<file path="config.mk">
export PLATFORM = sky130hd
export DESIGN_NAME = life_sequencer
export DESIGN_NICKNAME = d
export VERILOG_FILES = /design/src/rtl/life_sequencer.sv
export SDC_FILE = /design/constraint.sdc
export NUM_CORES = 1
export LEC_CHECK = 0
export BUFFER_PORTS_ARGS = -buffer_cell sky130_fd_sc_hd__buf_2
export CAP_MARGIN = 10
export CORE_MARGIN = 4
export CORE_UTILIZATION = 52
export DETAILED_ROUTE_END_ITERATION = 12
export PLACE_DENSITY = 0.77
export SLEW_MARGIN = 20
export SYNTH_ARGS = -nofsm -noshare
export SYNTH_HDL_FRONTEND = slang
export SYNTH_SLANG_ARGS = --single-unit
</file>
<file path="constraint.sdc">
create_clock -name clk -period 2.2 [get_ports clk]
set_clock_uncertainty 0.2 [all_clocks]
set_input_delay 0.11 -clock clk [delete_from_list [all_inputs] [get_ports clk]]
set_output_delay 0.11 -clock clk [all_outputs]
set_load 0.01 [all_outputs]
</file>
<file path="src/rtl/life_sequencer.sv">
`default_nettype none
// ============================================================================
//  Module   : life_sequencer
//  Purpose  : Seeds the Game of Life cell array, then advances it one
//             generation per enable pulse. Optional macro LIFE_STASIS_HALT_EN
//             stops the sequencer once a generation produces no change.
//  Revision : 1.0 - initial release
// ============================================================================
module life_sequencer #(
    parameter int TICKS_PER_GEN = 4,
    parameter int SEED_CYCLES   = 2,
    parameter int GEN_W         = 16
) (
    input  logic             clk,
    input  logic             rst,
    input  logic             run,
    input  logic             step,
    input  logic             clear,
    input  logic             any_change,
    output logic             cells_rst,
    output logic             cells_ena,
    output logic [GEN_W-1:0] generation,
    output logic             running,
    output logic             halted
);

    localparam int c_tick_w = (TICKS_PER_GEN > 2) ? $clog2(TICKS_PER_GEN) : 1;
    localparam int c_seed_w = $clog2(SEED_CYCLES + 1);
    localparam logic [c_tick_w-1:0] c_tick_last = c_tick_w'(TICKS_PER_GEN - 1);
    localparam logic [c_seed_w-1:0] c_seed_last = c_seed_w'(SEED_CYCLES - 1);

    typedef enum logic [1:0] {
        ST_SEED    = 2'd0,
        ST_PAUSED  = 2'd1,
        ST_RUNNING = 2'd2,
        ST_HALTED  = 2'd3
    } state_t;

    state_t              r_state;
    state_t              w_state_nxt;
    logic [c_seed_w-1:0] r_seed_cnt;
    logic [c_seed_w-1:0] w_seed_cnt_nxt;
    logic [c_tick_w-1:0] r_tick;
    logic [c_tick_w-1:0] w_tick_nxt;
    logic                r_step_pend;
    logic                w_step_pend_nxt;
    logic                r_cells_rst;
    logic                r_cells_ena;
    logic                w_ena_nxt;
    logic [GEN_W-1:0]    r_gen;
    logic                r_running;
    logic                w_stasis;

`ifdef LIFE_STASIS_HALT_EN
    // any_change is meaningful only while the cells are being enabled
    assign w_stasis = r_cells_ena & ~any_change;
`else
    logic w_unused_any_change;
    assign w_unused_any_change = any_change;
    assign w_stasis            = 1'b0;
`endif

    always_comb begin
        w_state_nxt     = r_state;
        w_seed_cnt_nxt  = r_seed_cnt;
        w_tick_nxt      = r_tick;
        w_step_pend_nxt = 1'b0;
        w_ena_nxt       = 1'b0;
        if (clear) begin
            w_state_nxt    = ST_SEED;
            w_seed_cnt_nxt = '0;
            w_tick_nxt     = '0;
        end else begin
            case (r_state)
                ST_SEED: begin
                    w_tick_nxt = '0;
                    if (r_seed_cnt == c_seed_last) begin
                        w_state_nxt = ST_PAUSED;
                    end else begin
                        w_seed_cnt_nxt = r_seed_cnt + c_seed_w'(1);
                    end
                end
                ST_PAUSED: begin
                    // step is registered once so the pulse lands one cycle later
                    w_ena_nxt = r_step_pend;
                    if (run) begin
                        w_state_nxt = ST_RUNNING;
                        w_tick_nxt  = '0;
                    end else if (step) begin
                        w_step_pend_nxt = 1'b1;
                    end
                end
                ST_RUNNING: begin
                    if (!run) begin
                        w_state_nxt = ST_PAUSED;
                        w_tick_nxt  = '0;
                    end else if (r_tick == c_tick_last) begin
                        w_tick_nxt = '0;
                        w_ena_nxt  = 1'b1;
                    end else begin
                        w_tick_nxt = r_tick + c_tick_w'(1);
                    end
                end
                default: begin
                    w_tick_nxt = '0;
                end
            endcase
            if (w_stasis && (r_state == ST_PAUSED || r_state == ST_RUNNING)) begin
                w_state_nxt     = ST_HALTED;
                w_tick_nxt      = '0;
                w_ena_nxt       = 1'b0;
                w_step_pend_nxt = 1'b0;
            end
        end
    end

    always_ff @(posedge clk) begin
        if (!rst) begin
            r_state     <= ST_SEED;
            r_seed_cnt  <= '0;
            r_tick      <= '0;
            r_step_pend <= 1'b0;
            r_cells_rst <= 1'b1;
            r_cells_ena <= 1'b0;
            r_gen       <= '0;
            r_running   <= 1'b0;
        end else begin
            r_state     <= w_state_nxt;
            r_seed_cnt  <= w_seed_cnt_nxt;
            r_tick      <= w_tick_nxt;
            r_step_pend <= w_step_pend_nxt;
            r_cells_rst <= (w_state_nxt == ST_SEED);
            r_cells_ena <= w_ena_nxt;
            r_running   <= (w_state_nxt == ST_RUNNING);
            if (clear) begin
                r_gen <= '0;
            end else if (r_cells_ena) begin
                r_gen <= r_gen + GEN_W'(1);
            end
        end
    end

`ifdef LIFE_STASIS_HALT_EN
    logic r_halted;
    always_ff @(posedge clk) begin
        if (!rst) begin
            r_halted <= 1'b0;
        end else begin
            r_halted <= (w_state_nxt == ST_HALTED);
        end
    end
    assign halted = r_halted;
`else
    assign halted = 1'b0;
`endif

    assign cells_rst  = r_cells_rst;
    assign cells_ena  = r_cells_ena;
    assign generation = r_gen;
    assign running    = r_running;

endmodule
`default_nettype wire

</file>
==> impl_metrics.toml <==
[status]
outcome = "complete, no violations"

[sta]
rsz0062_at_grt = "false"
report.final.setup_viol = 0
tns_ns = 0
max_freq_mhz = 481
report.final.hold_viol_count = 0
post-route-period-util = 0.945
final.min_clock_period_ns = 2.08
report.final.slew_viol_count = 0
hold_slack_ns = 0.122
timing.slew.headroom = 0.624
worst_slew_pin_slew_ns = 0.564

[worst_hold_path]
worst_min_delay_path_endpoint = "generation[14]"
timing.hold.worst_path_depth = 4
hold_crit_start = "rst"
worstHoldPathType = "in2reg"

[worst_setup_path]
slowest_stage = "sky130_fd_sc_hd__dlygate4sd3_1"
required_ns = 2.26
timing.reg2reg.setup_slack_ns = 0.26
path_common_cell = "sky130_fd_sc_hd__dlygate4sd3_1"
setup.worst_path.end_class = "register"
r2r_worst_path_depth = 5
critPathMaxFanout = 3
critPathKind = "in2reg"
crit-reg2reg-capture = "r_step_pend"
cp_cell_sequence = "dlygate4sd3_1 -> buf_2 -> nor2b_4 -> dlygate4sd3_1 -> nand2_1 -> nor2_1 -> dlygate4sd3_1"
timing.critical_path.slowest_cell_delay_ns = 0.56
critPathArrivalTime_ns = 2.14
reg2reg_from = "r_state[1]"
startpoint_type = "primary input"

[die]
floorplan.die_area_um2 = 3170
io_pins = 26
effective_utilization_at_floorplan = 0.549
fp.dieH_um = 56.3
floorplan.rows = 17
die_x_um = 56.3
core_area_um2 = 2210

[logic_synthesis]
syn_inst = 132
synth_seq_cells = 26
dominantRegCellSynth = "sky130_fd_sc_hd__dfxtp_1"
ys_async_sr_fraction = 0
post-synth-top-count-cell = "sky130_fd_sc_hd__dfxtp_1"
netlist_area_um2 = 1210
synth.largest_area_cell = "sky130_fd_sc_hd__dfxtp_1"
synth_area_leaders = "sky130_fd_sc_hd__dfxtp_1 43%, sky130_fd_sc_hd__ha_1 7.2%, sky130_fd_sc_hd__nor2_1 6.5%, sky130_fd_sc_hd__xnor2_1 6.5%, sky130_fd_sc_hd__nand4_4 3.5%"
ys_top_cells_by_count = "26 x sky130_fd_sc_hd__dfxtp_1, 21 x sky130_fd_sc_hd__nor2_1, 9 x sky130_fd_sc_hd__xnor2_1"
yosysSeqAreaShare = 0.428
synth_enable_flop_cells = 0
yosys.area.top_type_share = 0.428
synthesis.nets = 145
yosysWarnings = 0
synth_area_per_cell_um2 = 9.20
yosys.cell_types.count = 31

[finish]
final.fill_count = 195
area_growth_syn_to_layout_pct = 21.2
antenna_cells_inserted = 0
final_area_um2 = 1470
drive_gt1_frac = 0.222
final_net_count = 176

[grt]
grt_use_met1 = 0.197
global_route_track_usage_on_met2 = 0.267
groute.usage.overall = 0.152
globalRoute.busiestLayer = "met2"
grt_start_max_net_pins = 16
grt_remaining_overflow = 0
first_pass_grt_wire_length_um = 4000
number_of_global_route_vias_before_repair = 927
antenna_found_initial = 0
grt_use_met3 = 0.0230

[place]
globalplace.congestion = 0.725
numPortBuffers = 23
hpwl_um = 1670
placedInstanceArea_um2 = 1350

[cts]
cts_max_level = 1
clock_sink_count = 26
clk_root_buffer_cell = "sky130_fd_sc_hd__clkbuf_4"
cts_inserted_buffers = 3
clk_latency_ns = 0.31
clock_tree_from_tritoncts = "yes"
clockBufferDepth = 2
path_clk_slew_ns = 0.13

[detailed_routing]
drt-vias-per-instance = 5.32
wirelength_um = 2270
ant_nets = 0
drc = 0
dr_pass1_iterations = 4
wl_per_cell_um = 12.0
drt_iter0_drc = 13
route.vias.total = 1011

[power_and_ir_drop]
vdd_ir_drop_max_mv = 0.381
design_power_total_w = 0.000853
power.static_leakage_nw = 0.597
power_density_nw_per_um2 = 579

[flow_run]
max_cap_viol_count = 0
[critical path, delay by kind of cell]
kind	cells	cell delay, ns
buffers and inverters	4	1.77
and+or+nand+nor	3	0.27
[through the flow]
step	setup slack, ns	util	instances
final	0.122	0.666	190
after detailed placement	0.302	0.611	180
after CTS	0.101	0.662	190
after global placement	0.372	0.611	180
after floorplan	0.498	-	132
after global routing	0.0187	0.666	190
[power by group]
part           leakage [nW]  switching, W  internal (W)  total [W]
registers             0.210    0.00000357      0.000476   0.000480
logic                 0.359     0.0000283     0.0000243  0.0000526
clock network        0.0279      0.000137      0.000184   0.000321
total                 0.597      0.000169      0.000685   0.000853
[flip-flops by register name, summed over array words and instances (netlist names)]
signal       flops
cells_ena        1
cells_rst        1
generation      16
r_seed_cnt       2
r_state          2
r_step_pend      1
r_tick           2
running          1
[logic make-up after synthesis]
family                   share of synthesized area
AO/OA/AOI/OAI                               0.0793
XOR/XNOR                                    0.0865
adder cells (fa/ha/maj)                     0.0721
buffers and inverters                       0.0319
flip-flops                                   0.428
multiplexers                                0.0175
other                                      0.00309
AND/OR/NAND/NOR                              0.281
[layout make-up]
type	instances	area, um2	area share
inverter	5	18.8	0.0127
clock buffer	3	22.5	0.0153
clock inverter	1	30.0	0.0204
timing repair buffer	30	183	0.124
sequential	26	520	0.353
multi-input combinational	97	663	0.450
tap	28	35.0	0.0238
[how the worst max path moves through the flow]
stage / from / end / cells past startpoint
6_report: clear / cells_ena / 7
5_1_grt: clear / cells_ena / 7
4_1_cts: clear / cells_ena / 7
3_5_place_dp: r_state[1] / cells_rst / 6
3_3_place_gp: r_state[1] / cells_rst / 6
2_1_floorplan: r_state[1] / cells_rst / 6
[cells in the final DEF (no fill, tap or decap)]
cell type                       count
sky130_fd_sc_hd__conb_1             1
sky130_fd_sc_hd__o21ai_0            5
sky130_fd_sc_hd__nor2b_4            1
sky130_fd_sc_hd__nand3_1            5
sky130_fd_sc_hd__ha_1               7
sky130_fd_sc_hd__nor4_2             3
sky130_fd_sc_hd__a31o_2             1
sky130_fd_sc_hd__or3_1              3
sky130_fd_sc_hd__o31ai_1            1
sky130_fd_sc_hd__clkbuf_4           3
sky130_fd_sc_hd__nand4_1            3
sky130_fd_sc_hd__buf_2             23
sky130_fd_sc_hd__a32oi_1            2
sky130_fd_sc_hd__nand2b_1           2
sky130_fd_sc_hd__xnor2_1            9
sky130_fd_sc_hd__inv_1              5
sky130_fd_sc_hd__mux2i_1            1
sky130_fd_sc_hd__nand2_1            6
sky130_fd_sc_hd__bufinv_16          1
sky130_fd_sc_hd__or4_1              1
sky130_fd_sc_hd__a21oi_1            6
sky130_fd_sc_hd__buf_4              1
sky130_fd_sc_hd__nor2b_1            3
sky130_fd_sc_hd__and2_1             3
sky130_fd_sc_hd__nand3b_1           1
sky130_fd_sc_hd__and3_1             1
sky130_fd_sc_hd__nand4_4            2
sky130_fd_sc_hd__dfxtp_1           26
sky130_fd_sc_hd__nor2_1            21
sky130_fd_sc_hd__nor3_1             4
sky130_fd_sc_hd__a211oi_1           1
sky130_fd_sc_hd__mux2_2             1
sky130_fd_sc_hd__xor2_1             3
sky130_fd_sc_hd__dlygate4sd3_1      6
[what timing repair did]
item	in CTS	in global routing
gates resized for setup	0	2
hold buffers	6	0
buffers inserted	0	0
endpoints found under the hold margin	5	0
setup endpoints to repair	0	1
[layer usage]
layer	vias up	wire, um
li1	514	-
met4	0	0
met3	0	91
met1	475	1060
met5	-	0
met2	22	1120
Note: power is estimated with default switching activity, not from simulation.
